===== src/rtl/keymgr_out_gate_if.sv =====
// Handshake bundle between the key manager op sequencer and the output gate.
interface keymgr_out_gate_if #(
  parameter int unsigned ERR_W = 3
);
  logic             op_start;
  logic [2:0]       op;
  logic             op_done;
  logic [9:0]       ctrl_state;
  logic             sw_rd_ack;
  logic             hw_ack;
  logic             data_hw_en;
  logic             data_sw_en;
  logic             data_valid;
  logic             op_invalid;
  logic [ERR_W-1:0] err_cnt;
  logic             locked;

  modport master (
    output op_start, op, op_done, ctrl_state, sw_rd_ack, hw_ack,
    input  data_hw_en, data_sw_en, data_valid, op_invalid, err_cnt, locked
  );

  modport slave (
    input  op_start, op, op_done, ctrl_state, sw_rd_ack, hw_ack,
    output data_hw_en, data_sw_en, data_valid, op_invalid, err_cnt, locked
  );
endinterface


===== src/rtl/keymgr_out_gate.sv =====
// Access-control gate: key output enables driven only from ctrl state and op legality.
module keymgr_out_gate #(
  parameter int unsigned SW_TIMEOUT = 16,
  parameter int unsigned MAX_ERR    = 4,
  parameter int unsigned ERR_W      = 3
) (
  input  logic             clk,
  input  logic             rst,
  keymgr_out_gate_if.slave bus
);

  localparam int unsigned      TW             = $clog2(SW_TIMEOUT);
  localparam logic [9:0]       CTRL_OWNER_KEY = 10'b1101111110;
  localparam logic [TW-1:0]    TIMER_LAST     = TW'(SW_TIMEOUT - 1);
  localparam logic [ERR_W-1:0] ERR_LIMIT      = ERR_W'(MAX_ERR);

  typedef enum logic [2:0] {
    OP_ADVANCE    = 3'd0,
    OP_GEN_ID     = 3'd1,
    OP_GEN_SW_OUT = 3'd2,
    OP_GEN_HW_OUT = 3'd3,
    OP_DISABLE    = 3'd4
  } op_e;

  typedef enum logic [2:0] {
    ST_IDLE,
    ST_BUSY,
    ST_GRANT_HW,
    ST_GRANT_SW,
    ST_LOCKED
  } state_e;

  state_e           state_q, state_d;
  op_e              op_q, op_d;
  logic             owner_q, owner_d;
  logic [TW-1:0]    timer_q, timer_d;
  logic             hw_en_q, hw_en_d;
  logic             sw_en_q, sw_en_d;
  logic             valid_q, valid_d;
  logic             invalid_q, invalid_d;
  logic [ERR_W-1:0] err_cnt_q, err_cnt_d;
  logic             locked_q, locked_d;

  logic             owner_live;
  logic             illegal;
  logic [ERR_W-1:0] err_inc;

  assign owner_live = (bus.ctrl_state == CTRL_OWNER_KEY);

  // Next-state, op evaluation and registered output values.
  always_comb begin
    state_d   = state_q;
    op_d      = op_q;
    owner_d   = owner_q;
    timer_d   = '0;
    invalid_d = 1'b0;
    err_cnt_d = err_cnt_q;
    illegal   = 1'b0;
    err_inc   = (err_cnt_q == '1) ? err_cnt_q : err_cnt_q + 1'b1;

    unique case (state_q)
      ST_IDLE: begin
        if (bus.op_start) begin
          state_d = ST_BUSY;
          op_d    = op_e'(bus.op);
          owner_d = owner_live;
        end
      end

      ST_BUSY: begin
        if (!bus.op_start) begin
          state_d = ST_IDLE;
        end else if (bus.op_done) begin
          state_d = ST_IDLE;
          case (op_q)
            OP_ADVANCE: ;
            OP_DISABLE: state_d = ST_LOCKED;
            OP_GEN_ID, OP_GEN_SW_OUT, OP_GEN_HW_OUT: begin
              // Legality follows the latched state; the grant is only taken if the
              // live state still matches, so an enable never follows a non-owner cycle.
              if (!owner_q) begin
                illegal = 1'b1;
              end else if (owner_live) begin
                state_d = (op_q == OP_GEN_HW_OUT) ? ST_GRANT_HW : ST_GRANT_SW;
              end
            end
            default: illegal = 1'b1;
          endcase

          if (illegal) begin
            invalid_d = 1'b1;
            err_cnt_d = err_inc;
            if (err_inc >= ERR_LIMIT) begin
              state_d = ST_LOCKED;
            end
          end
        end
      end

      ST_GRANT_HW: begin
        if (!owner_live || bus.hw_ack) begin
          state_d = ST_IDLE;
        end
      end

      ST_GRANT_SW: begin
        if (!owner_live || bus.sw_rd_ack || (timer_q == TIMER_LAST)) begin
          state_d = ST_IDLE;
        end else begin
          timer_d = timer_q + 1'b1;
        end
      end

      ST_LOCKED: ;

      default: state_d = ST_IDLE;
    endcase

    hw_en_d  = (state_d == ST_GRANT_HW);
    sw_en_d  = (state_d == ST_GRANT_SW);
    valid_d  = hw_en_d | sw_en_d;
    locked_d = (state_d == ST_LOCKED);
  end

  // State and output registers with synchronous reset.
  always_ff @(posedge clk) begin
    if (rst) begin
      state_q   <= ST_IDLE;
      op_q      <= OP_ADVANCE;
      owner_q   <= 1'b0;
      timer_q   <= '0;
      hw_en_q   <= 1'b0;
      sw_en_q   <= 1'b0;
      valid_q   <= 1'b0;
      invalid_q <= 1'b0;
      err_cnt_q <= '0;
      locked_q  <= 1'b0;
    end else begin
      state_q   <= state_d;
      op_q      <= op_d;
      owner_q   <= owner_d;
      timer_q   <= timer_d;
      hw_en_q   <= hw_en_d;
      sw_en_q   <= sw_en_d;
      valid_q   <= valid_d;
      invalid_q <= invalid_d;
      err_cnt_q <= err_cnt_d;
      locked_q  <= locked_d;
    end
  end

  assign bus.data_hw_en = hw_en_q;
  assign bus.data_sw_en = sw_en_q;
  assign bus.data_valid = valid_q;
  assign bus.op_invalid = invalid_q;
  assign bus.err_cnt    = err_cnt_q;
  assign bus.locked     = locked_q;

endmodule


===== src/flat_wrapper.sv =====
// flat-port wrapper written by rule: the top's interface ports become plain ports
module keymgr_out_gate_flat 
#(
  parameter int unsigned SW_TIMEOUT = 16,
  parameter int unsigned MAX_ERR    = 4,
  parameter int unsigned ERR_W      = 3
)
  (clk, rst, bus_op_start, bus_op, bus_op_done, bus_ctrl_state, bus_sw_rd_ack, bus_hw_ack, bus_data_hw_en, bus_data_sw_en, bus_data_valid, bus_op_invalid, bus_err_cnt, bus_locked);
  keymgr_out_gate_if #(.ERR_W(ERR_W)) bus_i ();
  input  logic clk;
  input  logic rst;
  input wire logic [$bits(bus_i.op_start)-1:0] bus_op_start;
  input wire logic [$bits(bus_i.op)-1:0] bus_op;
  input wire logic [$bits(bus_i.op_done)-1:0] bus_op_done;
  input wire logic [$bits(bus_i.ctrl_state)-1:0] bus_ctrl_state;
  input wire logic [$bits(bus_i.sw_rd_ack)-1:0] bus_sw_rd_ack;
  input wire logic [$bits(bus_i.hw_ack)-1:0] bus_hw_ack;
  output wire logic [$bits(bus_i.data_hw_en)-1:0] bus_data_hw_en;
  output wire logic [$bits(bus_i.data_sw_en)-1:0] bus_data_sw_en;
  output wire logic [$bits(bus_i.data_valid)-1:0] bus_data_valid;
  output wire logic [$bits(bus_i.op_invalid)-1:0] bus_op_invalid;
  output wire logic [$bits(bus_i.err_cnt)-1:0] bus_err_cnt;
  output wire logic [$bits(bus_i.locked)-1:0] bus_locked;
  assign bus_i.op_start = bus_op_start;
  assign bus_i.op = bus_op;
  assign bus_i.op_done = bus_op_done;
  assign bus_i.ctrl_state = bus_ctrl_state;
  assign bus_i.sw_rd_ack = bus_sw_rd_ack;
  assign bus_i.hw_ack = bus_hw_ack;
  assign bus_data_hw_en = bus_i.data_hw_en;
  assign bus_data_sw_en = bus_i.data_sw_en;
  assign bus_data_valid = bus_i.data_valid;
  assign bus_op_invalid = bus_i.op_invalid;
  assign bus_err_cnt = bus_i.err_cnt;
  assign bus_locked = bus_i.locked;
  keymgr_out_gate #(.SW_TIMEOUT(SW_TIMEOUT), .MAX_ERR(MAX_ERR), .ERR_W(ERR_W)) u_core (.clk(clk), .rst(rst), .bus(bus_i));
endmodule

===== config.mk =====
export PLATFORM = sky130hd
export DESIGN_NAME = keymgr_out_gate_flat
export DESIGN_NICKNAME = d
export VERILOG_FILES = /design/src/rtl/keymgr_out_gate_if.sv /design/src/rtl/keymgr_out_gate.sv /design/src/flat_wrapper.sv
export SDC_FILE = /design/constraint.sdc
export NUM_CORES = 1
export LEC_CHECK = 0
export ABC_AREA = 1
export BUFFER_PORTS_ARGS = -buffer_cell sky130_fd_sc_hd__clkbuf_2
export CAP_MARGIN = 15
export CORE_MARGIN = 4
export CORE_UTILIZATION = 48
export CTS_CLUSTER_SIZE = 30
export DETAILED_ROUTE_END_ITERATION = 6
export PLACE_DENSITY = 0.77
export REMOVE_ABC_BUFFERS = 1
export SYNTH_ARGS = -nofsm -noshare
export SYNTH_HDL_FRONTEND = slang
export SYNTH_SLANG_ARGS = --single-unit

===== constraint.sdc =====
create_clock -name clk -period 1.55 [get_ports clk]
set_input_delay 0.31 -clock clk [delete_from_list [all_inputs] [get_ports clk]]
set_output_delay 0.31 -clock clk [all_outputs]
set_load 0.02 [all_outputs]

==> out/results.txt, run 1 <==
At the end of routability-driven placement, the weighted congestion stood at 0.825. The commonest cells after synthesis are sky130_fd_sc_hd__nor2_1, sky130_fd_sc_hd__nand2_1, sky130_fd_sc_hd__dfxtp_1, sky130_fd_sc_hd__inv_1, sky130_fd_sc_hd__nand3_1. For the effective utilization at floorplan, the log shows 0.531. The worst setup path is launched from a register. The die is 49.8 um tall. The tools report the total routing usage reported by global routing as 0.152.

Counting every sink on the clock net gives 19. The number of gates resized after CTS was 0. The minimum clock period after layout is 1320 ps.

In the final layout, flip-flops and latches occupy 380 um^2. For this design, the CTS-stage hold fixing added 0 buffers. After detailed routing, the total wire length is 1.69 mm. The tools report the wire length of the first global-routing pass as 2.89 mm.

Start point of the worst hold path: rst. The share of Yosys cell area claimed by the top area cell type is 0.454. TritonCTS built the clock tree. The maximum number of pins on one net before global-route repair was 12.

The number of setup violations in the final report is 0. The share of the cycle needed by the critical path after routing came out at 0.853. The setup slack of the most critical reg-to-reg path came out at 230 ps. Summing over every cut layer, the via total after detailed routing is 790. Highest cell delay on the worst timing path: 350 ps. For this run the aggregate overflow at the end of global routing stands at 0. The clock-pin transition on the worst setup and hold timing paths is 110 ps, and the number of design rule violations left after detail routing is 0. The cell occurring most often along the worst timing path was sky130_fd_sc_hd__nand2_1. The post-detailed-route via-to-cell ratio works out to 4.82. The CTS buffer count was 3. The sum of buffers and inverters on the critical path is 1. The run finished with clean final reports. The detailed-placement wirelength estimate came out at 1.36 mm. Yosys printed 0 warnings. The signal on the critical path passes through ha_1 -> nand2_1 -> inv_1 -> nand2_1 -> nand3_1 -> nor2_1 -> nand2_1 -> nor3_1. The cell family contributing the most delay on the critical path is simple AND/OR/NAND/NOR gates. The count of input and output buffers is 26, and the floorplan die area is 2480 um^2. The tools report the initial antenna violation count as 0.

The remaining max-slew budget at the tightest pin was 0.781; the number of levels the H-tree was split into was 1. The tools report the critical path data arrival time as 1550 ps. The most frequent cell after synthesis was sky130_fd_sc_hd__nor2_1. The number of placed instances, taps included, is 160.

The depth of the worst register-to-register path is 8, and the count of nets left with antenna violations after detail routing is 0. Setup repair after global routing left no endpoint under its margin. The core region is 1580 um^2. The finished layout holds 164 standard cells, fillers aside. The area added between synthesis and finish is 21.2%, and the number of endpoints with negative hold slack in the final report is 0. The mapped cell area was 837 um^2; the count of final max-slew check failures was 0. The number of antenna diodes in the final layout is 0. The maximum ir drop on the vdd rail is 0.000561 V. Synthesis handed over a netlist of 118 instances. From left edge to right edge, the die measures 49.8 um. The worst hold-check path type is in -> reg.

The worst setup path is captured at a register. The count of routing violations after the opening detailed-route iteration is 13. The final-layout setup total negative slack is 0 ps.

The number of different library cells used by synthesis comes to 17. After floorplanning, the core was divided into 14 placement rows. The number of synthesized flops with an enable pin is 0, and the cell leakage power is 0.505 nW.

Data on the critical path is required at its endpoint by 1780 ps. The largest area contributor in the netlist was sky130_fd_sc_hd__dfxtp_1. The synthesized area divided by synthesized cell count was 7.09 um^2. The power density over cell area is 847 nW/um^2. The wire length per cell after detailed routing was 10.3 um. For the pin with the worst max-slew slack, the measured transition is 326 ps. In this run the clock root is driven by a sky130_fd_sc_hd__clkbuf_4. For this run, the top clock speed supported by timing is 757 MHz.

The logs give 0.644 for the final design utilization and 2 for the clock tree buffer depth. Critical register-to-register path startpoint: u_core.timer_q[0]. The critical path in this run is classified as reg -> reg.

Synthesis inferred 19 register bits. Across the run, the number of max-cap violations was 0. For hold timing, the worst endpoint is u_core.state_q[2]. In the final layout, the multi-input gates occupy 404 um^2. The number of nets in the finished design was 170; the detailed-routing iteration count for the pre-antenna-repair pass was 6. The most used flip-flop cell after synthesis is sky130_fd_sc_hd__dfxtp_1. The number of global-route vias before repair came out at 732.

The proportion of synthesized flip-flops having asynchronous set or reset is 0. The total cell area at the placement stage was 987 um^2. The layout cell share with drive strength beyond 1 was 0.257.

Among all stages on the critical path, the largest delay is contributed by sky130_fd_sc_hd__dfxtp_1. Setup clock skew after layout: 4.94 ps. By area the synthesized netlist is led by sky130_fd_sc_hd__dfxtp_1, sky130_fd_sc_hd__nor2_1, sky130_fd_sc_hd__nand2_1, sky130_fd_sc_hd__inv_1, sky130_fd_sc_hd__nand3_1. For the cell area after layout, the log shows 1010 um^2. The layout has 139 filler cells.

The fraction of the yosys area taken by sequential cells was 0.454; the count of cells along the worst hold path was 2. The number of post-CTS setup repair buffers is 0, and the maximum fanout along the worst path is 4. The tools report the endpoint of the worst register-to-register path as u_core.timer_q[2]. The top-level I/O count was 27. For the worst-skew pair, the clock arrives at the later sink with an insertion delay of 300 ps.
==> worst max path at each step <==
stage	startpoint	to	depth (start not counted)
final	u_core.timer_q[0]	u_core.timer_q[2]	8
after global routing	u_core.timer_q[0]	u_core.timer_q[2]	8
after CTS	u_core.timer_q[0]	u_core.timer_q[2]	8
after detailed placement	u_core.timer_q[0]	u_core.timer_q[2]	8
after global placement	u_core.timer_q[0]	u_core.timer_q[2]	8
after floorplan	u_core.timer_q[0]	u_core.timer_q[2]	8
==> through the flow <==
step                      hold WS, ps  total power, mW  setup slack (ps)
final                             245            0.860               228
after global routing              242            0.907              95.8
after CTS                         234            0.867               216
after detailed placement          456            0.615               271
after global placement            431            0.611               361
after floorplan                   379            0.575               419
==> metal layers <==
layer / GRT usage / share of wire / vias up
met4: 0.0415 / 0 / 0
met5: 0 / 0 / -
met2: 0.269 / 0.50 / 18
li1: - / - / 433
met1: 0.166 / 0.43 / 339
met3: 0.0602 / 0.069 / 0
==> worst register-to-register path: stages, from the launching register on <==
cell and delay (ps):
sky130_fd_sc_hd__dfxtp_1 350, sky130_fd_sc_hd__ha_1 210, sky130_fd_sc_hd__nand2_1 70, sky130_fd_sc_hd__inv_1 50, sky130_fd_sc_hd__nand2_1 50, sky130_fd_sc_hd__nand3_1 90, sky130_fd_sc_hd__nor2_1 160, sky130_fd_sc_hd__nand2_1 120
sky130_fd_sc_hd__nor3_1 160
==> report_power, final <==
group | total, mW | switching (mW) | internal (mW)
Sequential | 0.510 | 0.00925 | 0.500
Clock | 0.256 | 0.160 | 0.0962
Combinational | 0.0939 | 0.0554 | 0.0385
==> flip-flops by register name, indices dropped and copies added (netlist names) <==
signal	flops
u_core.timer_q	4
u_core.bus.err_cnt	3
u_core.op_q	3
u_core.state_q	3
u_core.bus.data_hw_en	1
u_core.bus.data_sw_en	1
u_core.bus.data_valid	1
u_core.bus.locked	1
u_core.bus.op_invalid	1
u_core.owner_q	1
==> layout make-up <==
type                       count  share of cell area
multi-input combinational     85               0.398
sequential                    19               0.375
timing repair buffer          26               0.128
inverter                      14              0.0518
clock buffer                   3              0.0222
tap                           16              0.0197
clock inverter                 1             0.00493
==> cells in the final DEF, fill, tap and decap left out, types with 2 or more instances in the layout <==
| cell type | netlist | routed |
|---|---|---|
| sky130_fd_sc_hd__nand2_1 | 23 | 23 |
| sky130_fd_sc_hd__dfxtp_1 | 19 | 19 |
| sky130_fd_sc_hd__clkbuf_2 | 0 | 26 |
| sky130_fd_sc_hd__nor3_1 | 3 | 3 |
| sky130_fd_sc_hd__inv_2 | 2 | 2 |
| sky130_fd_sc_hd__clkbuf_4 | 0 | 3 |
| sky130_fd_sc_hd__nor2_1 | 29 | 29 |
| sky130_fd_sc_hd__nand2_2 | 3 | 3 |
| sky130_fd_sc_hd__o21ai_0 | 5 | 5 |
| sky130_fd_sc_hd__ha_1 | 2 | 2 |
| sky130_fd_sc_hd__inv_1 | 12 | 12 |
| sky130_fd_sc_hd__a21oi_1 | 6 | 6 |
| sky130_fd_sc_hd__nor2_4 | 2 | 2 |
| sky130_fd_sc_hd__nand3_1 | 7 | 7 |
==> kinds of logic after synthesis <==
logic type / synth area share
buffers and inverters: 0.0628
AND/OR/NAND/NOR: 0.371
flip-flops: 0.454
XOR/XNOR: 0.0105
adder cells (fa/ha/maj): 0.0299
AO/OA/AOI/OAI: 0.0717
No activity file was read; power rests on OpenSTA's default activity.
==> run 2: changes to the inputs <==
- CORE_MARGIN: 4 -> unset
- CORE_UTILIZATION: 48 -> 50
- PLACE_DENSITY: 0.77 -> 0.8
- clock period: 1.55 -> 1.7 ns (I/O delays scaled with it)
==> out/results.txt, run 2 (synthesis gave the netlist of run 1 again) <==
The logs give 0.209 for the total routing usage reported by global routing and 0.543 for the effective utilization at floorplan. For this design the total switching power over the nets is 0.197 mW. In this run, post-CTS hold repair placed 0 buffers.

Max-cap violations in this run came to 0. The highest cell delay on the worst timing path is 340 ps. The share of power burned in registers is 0.599.

The cell leakage power came out at 0.505 nW. Clock skew on the completed layout was measured at 6.96 ps. The internal power came out at 0.579 mW. The worst setup path category is reg -> reg. Row generation in the floorplan step produced 14 rows. The layout cell share with drive strength beyond 1 came out at 0.257. The logs give 12 for the maximum number of pins on one net before global-route repair and 1550 ps for the critical path data arrival time. Endpoint of the worst register-to-register path: u_core.timer_q[2]. For the final design utilization, the log shows 0.658. TritonCTS built the clock tree. The post-detailed-route via-to-cell ratio is 4.88, and the depth of the worst register-to-register path is 8. Clock tree synthesis inserted a total of 3 buffers. Critical register-to-register path startpoint: u_core.timer_q[0].

From bottom edge to top edge, the die measures 42.9 um. The critical path starts at u_core.timer_q[0]. The remaining max-slew budget at the tightest pin is 0.787.

Dividing the detail-routed wire length by the instance count gives 9.63 um. The share of the cycle needed by the critical path after routing is 0.778, and the power density over cell area is 765 nW/um^2. The maximum ir drop on the vdd rail is 0.000668 V, and the count of routing violations after the opening detailed-route iteration is 10.

Clock-pin slew was measured on the worst setup and hold paths at 110 ps. The worst hold path belongs to the class in -> reg. The post-CTS resize count was 0. The run gives 0 as the number of antenna cells inserted. The worst-path cell with the longest stage delay was sky130_fd_sc_hd__dfxtp_1.

The flow ran to the end, and the final reports show no timing, DRC or antenna violations. The critical path startpoint category was a register. The region available for standard cell placement spans 1540 um^2. The clock period could shrink to 1320 ps.

The global route total overflow is 0. Number of design rule violations left after detail routing: 0. Number of global-route vias before repair: 736.

The clock group share of total power is 0.292. The horizontal die dimension was 42.9 um; the setup slack of the most critical reg-to-reg path was 380 ps. Clock tree synthesis selected as its root buffer the cell sky130_fd_sc_hd__clkbuf_4. Cell occurring most often along the worst timing path: sky130_fd_sc_hd__nand2_1. Relative to the synthesized area, the layout overhead comes to 21.2%. Top-level I/O count: 27. The most common library cell in the layout ignoring fill and taps is sky130_fd_sc_hd__nor2_1.

After detailed routing, the total wire length is 1.58 mm. The number of flip-flops under the largest register name is 4. The worst setup path is captured at a register. The maximum fanout along the worst path was 4. The logs give 1 for the number of levels the H-tree was split into and 0.109 for the combinational share of power. Following the worst setup path forward leads to its endpoint at u_core.timer_q[2].

The sequential cells in the finished layout cover a total of 380 um^2. The clock net in this run drives a total of 19 sinks. The via total after detailed routing came out at 800.

The clock insertion delay at the later pin of the skew report came out at 300 ps. Buffers added to address setup during post-CTS repair amount to 0. The logs give 1840 um^2 for the floorplan die area and 2.83 mm for the wire length of the first global-routing pass. STA puts the critical path data required time at 1930 ps. For this run, the post-layout net count is 170.

The first detailed-routing pass took 4 iterations. Initial antenna violation count: 0. Traced cell by cell, the critical path runs through ha_1 -> nand2_1 -> inv_1 -> nand2_1 -> nand3_1 -> nor2_1 -> nand2_1 -> nor3_1.

Setup violations remaining at the end of the flow were counted as 0. The run gives 0 as the number of endpoints with negative hold slack in the final report. Register ranked first by flip-flop count: u_core.timer_q. The count of input and output buffers works out to 26. Fill cells in the final layout number 152.

The count of nets left with antenna violations after detail routing was 0. For this run, the top clock speed supported by timing is 756 MHz. The longest clock path from root to sink contains 2 buffers.

Transition time at the pin with the least slew margin: 318 ps. Setup repair after global routing left no endpoint under its margin. The tools report the count of final max-slew check failures as 0. The final-layout setup total negative slack is 0 ps.

The logs give 404 um^2 for the area of the multi-input gates and 1.31 mm for the detailed-placement wirelength estimate. Routability-driven placement finished with a final weighted congestion of 0.790. The library cells used most frequently in the layout, excluding fill and tap cells, are sky130_fd_sc_hd__nor2_1, sky130_fd_sc_hd__clkbuf_2, sky130_fd_sc_hd__nand2_1.

The switching portion of total power is 0.254.
run 2: cell counts in the layout (fill, tap and decap cells not counted):
No cell type changed its count.
run 2: critical path: cells and delay by family, from the launching register on:
family                     cells  cell delay [ps]
buffers and inverters          1               50
adders and majority gates      1              210
DFF                            1              340
and+or+nand+nor                6              640
run 2: final cells by class:
cell class	instances	share of cell area
Multi-Input combinational cell	85	0.398
Clock inverter	1	0.00493
Sequential cell	19	0.375
Timing Repair Buffer	26	0.128
Tap cell	16	0.0197
Clock buffer	3	0.0222
Inverter	14	0.0518
run 2: worst min path at each step:
stage          slack, ps                 to               from  cells past startpoint
2_1_floorplan        410  u_core.bus.locked                rst                      1
3_3_place_gp         430  u_core.timer_q[0]  u_core.timer_q[0]                      1
3_5_place_dp         440  u_core.timer_q[0]  u_core.timer_q[0]                      1
4_1_cts              250  u_core.state_q[2]                rst                      2
5_1_grt              250  u_core.state_q[2]                rst                      2
6_report             250  u_core.state_q[2]                rst                      2
run 2: through the flow:
step | cell area (um^2) | setup slack, ps | cells | power (mW) | hold WS (ps)
2_1_floorplan | 837 | 569 | 118 | 0.524 | 409
3_3_place_gp | 987 | 442 | 160 | 0.556 | 428
3_5_place_dp | 987 | 379 | 160 | 0.559 | 437
4_1_cts | 1010 | 358 | 164 | 0.784 | 251
5_1_grt | 1010 | 198 | 164 | 0.817 | 254
6_report | 1010 | 378 | 164 | 0.776 | 254
run 2: layer usage:
| metal | vias to the layer above | share of wire | global-route usage |
|---|---|---|---|
| met3 | 5 | 0.043 | 0.0638 |
| met1 | 347 | 0.44 | 0.240 |
| met5 | - | 0 | 0 |
| met4 | 0 | 0.022 | 0.113 |
| li1 | 430 | - | - |
| met2 | 18 | 0.50 | 0.342 |
run 2: power by group through the flow:
stage / logic, mW / clock network [mW] / registers (mW)
finish: 0.0848 / 0.227 / 0.465
global route: 0.0961 / 0.254 / 0.467
CTS: 0.0848 / 0.234 / 0.465
detailed placement: 0.0842 / 0 / 0.475
global placement: 0.0817 / 0 / 0.474
floorplan: 0.0493 / 0 / 0.475
==> run 3: changes to the inputs <==
- CORE_UTILIZATION: 50 -> 43
- PLACE_DENSITY: 0.8 -> 0.73
- clock period: 1.7 -> 1.1 ns (I/O delays scaled with it)
==> out/results.txt, run 3 (synthesis gave the netlist of run 1 again) <==
The logs give 0.469 for the effective utilization at floorplan and 0 for the max-cap violation count. The tightest min-delay check is of the in -> reg type. The run gives 161 as the filler cell count in the final layout.

Clock latency on the worst-skew pair, taken at its later pin, is 290 ps. Power density over cell area: 1030 nW/um^2. In the layout the commonest cells are sky130_fd_sc_hd__clkbuf_2, sky130_fd_sc_hd__nor2_1, sky130_fd_sc_hd__nand2_1. The area added between synthesis and finish was 42.0%; the global route total overflow was 0. After routing, the total negative slack on setup checks comes to -549 ps. The routability congestion estimate from global placement was 0.870; the wire length of the first global-routing pass was 2.92 mm. The count of final max-slew check failures was 0; the post-detailed-route via-to-cell ratio was 4.66. Worst-case setup margin in the final layout: -84.2 ps. The first routing iteration left 21 violations. The share of the cycle needed by the critical path after routing works out to 1.08. Summing over every cut layer, the via total after detailed routing is 830. The number of design rule violations left after detail routing came out at 0.

The logs give 0 for the number of endpoints with negative hold slack in the final report and 0 for the count of nets left with antenna violations after detail routing. The register with the most flip-flops in the layout has 4 of them. For the remaining max-slew budget at the tightest pin, the log shows 0.781. The tree is rooted in a sky130_fd_sc_hd__clkbuf_4. The clock-pin transition on the worst setup and hold timing paths is 110 ps, and the maximum ir drop on the vdd rail is 0.000795 V. The run finished, with violations left.

The initialized floorplan defines 15 standard-cell rows. The layout cell share with drive strength beyond 1 works out to 0.484. The number of levels the H-tree was split into was 1; the minimum clock period after layout was 1180 ps. CTS buffer count: 3. The core region is 1780 um^2. Number of global-route vias before repair: 739.

Worst setup path category: reg -> reg. The setup clock skew after layout is 5.04 ps, and the detailed-placement wirelength estimate is 1.37 mm. Derived from the worst setup path, the maximum achievable clock frequency is 844 MHz. The library cell used most frequently in the layout, excluding fill and tap cells, is sky130_fd_sc_hd__clkbuf_2. The worst setup path is captured at a register. STA puts the critical path data required time at 1300 ps. The total routing usage reported by global routing was 0.198; the total power consumption of the routed design was 1.23 mW. For the pin with the worst max-slew slack, the measured transition is 329 ps. The initial antenna violation count is 0. The horizontal die dimension was 46.1 um. The final reports fail on negative setup slack. The critical path startpoint category is a register. For this design, the CTS-stage hold fixing added 0 buffers.

Along the worst path, the maximum fanout reaches 3. The tools report the top-level I/O count as 27. The run gives 1390 ps as the critical path data arrival time. The detailed-routing iteration count for the pre-antenna-repair pass is 4.

The count of input and output buffers was 26. Summed over all layers, the routed wires come to 1.86 mm. The run gives 10 as the number of setup violations in the final report. At the end of the flow, the number of nets in the layout was 175. The wire length per cell after detailed routing works out to 10.4 um. The register ranked first by flip-flop count is u_core.timer_q.

Summed over all cells, the static leakage comes to 0.548 nW. Setup repair after global routing could not meet its margin everywhere. The longest clock path from root to sink contains 2 buffers.

TritonCTS built the clock tree. The clock net in this run drives a total of 19 sinks. The repair_antennas step left the layout with diodes totalling 0. The logs give 12 for the maximum number of pins on one net before global-route repair and 2130 um^2 for the floorplan die area. The die is 46.1 um tall.
-- run 3: cell types whose count changed in the layout (fill, tap and decap cells not counted), moves of 4 or more --
| cell | before | now |
|---|---|---|
| sky130_fd_sc_hd__dfxtp_1 | 19 | 11 |
| sky130_fd_sc_hd__dfxtp_2 | 0 | 8 |
| sky130_fd_sc_hd__nor2_1 | 29 | 22 |
| sky130_fd_sc_hd__buf_4 | 0 | 5 |
| sky130_fd_sc_hd__nand2_1 | 23 | 18 |
| sky130_fd_sc_hd__inv_1 | 12 | 8 |
| sky130_fd_sc_hd__nand2_2 | 3 | 7 |
| sky130_fd_sc_hd__nor2_2 | 0 | 4 |
-- run 3: cell type report --
cell class                      count  area (um^2)  share of cell area
Inverter                           14         55.1              0.0463
Tap cell                           25         31.3              0.0263
Timing Repair Buffer               31          168               0.141
Multi-Input combinational cell     85          517               0.435
Sequential cell                    19          390               0.328
Clock buffer                        3         22.5              0.0189
Clock inverter                      1         5.00             0.00421
-- run 3: power by group --
group	leakage [nW]	switching, mW	internal, mW
combinational	0.372	0.0880	0.0653
clock	0.0177	0.219	0.135
sequential	0.158	0.0168	0.706
total	0.548	0.324	0.906
-- run 3: worst max-delay path, cell delays in order, from the launching register on --
cell and delay [ps]:
sky130_fd_sc_hd__dfxtp_2 350, sky130_fd_sc_hd__ha_4 160, sky130_fd_sc_hd__nand2_2 70, sky130_fd_sc_hd__inv_2 40, sky130_fd_sc_hd__nand2_2 70, sky130_fd_sc_hd__nand3_4 80
sky130_fd_sc_hd__nor2_4 150, sky130_fd_sc_hd__nor2_4 60, sky130_fd_sc_hd__nand2_1 80, sky130_fd_sc_hd__nor2_2 40
-- run 3: worst paths after layout --
| path | to | slack [ps] | from | depth (start not counted) |
|---|---|---|---|---|
| max | u_core.bus.data_hw_en | -80 | u_core.timer_q[0] | 9 |
| min | u_core.op_q[1] | 170 | bus_op[1] | 3 |
| min reg2reg | u_core.op_q[2] | 510 | u_core.op_q[2] | 2 |
| max reg2reg | u_core.bus.data_hw_en | -80 | u_core.timer_q[0] | 9 |
-- run 3: repair_timing --
action	in CTS	in global routing
gates resized for setup	24	18
setup endpoints to repair	15	19
pin swaps	11	2
setup buffers	1	1
-- run 3: routing by layer --
metal	GRT usage	part of all wire
met5	0	0
met2	0.380	0.56
met3	0.0471	0.047
met4	0.0765	0.0065
met1	0.200	0.39
-- run 3: through the flow --
step,area (um^2),hold slack (ps),std cells,setup WS (ps),util
floorplan,837,289,118,-31.2,-
global placement,1020,462,172,-67.3,0.573
detailed placement,1020,471,172,-172,0.573
CTS,1120,158,177,-115,0.628
global route,1190,192,178,-159,0.667
finish,1190,166,178,-84.2,0.667
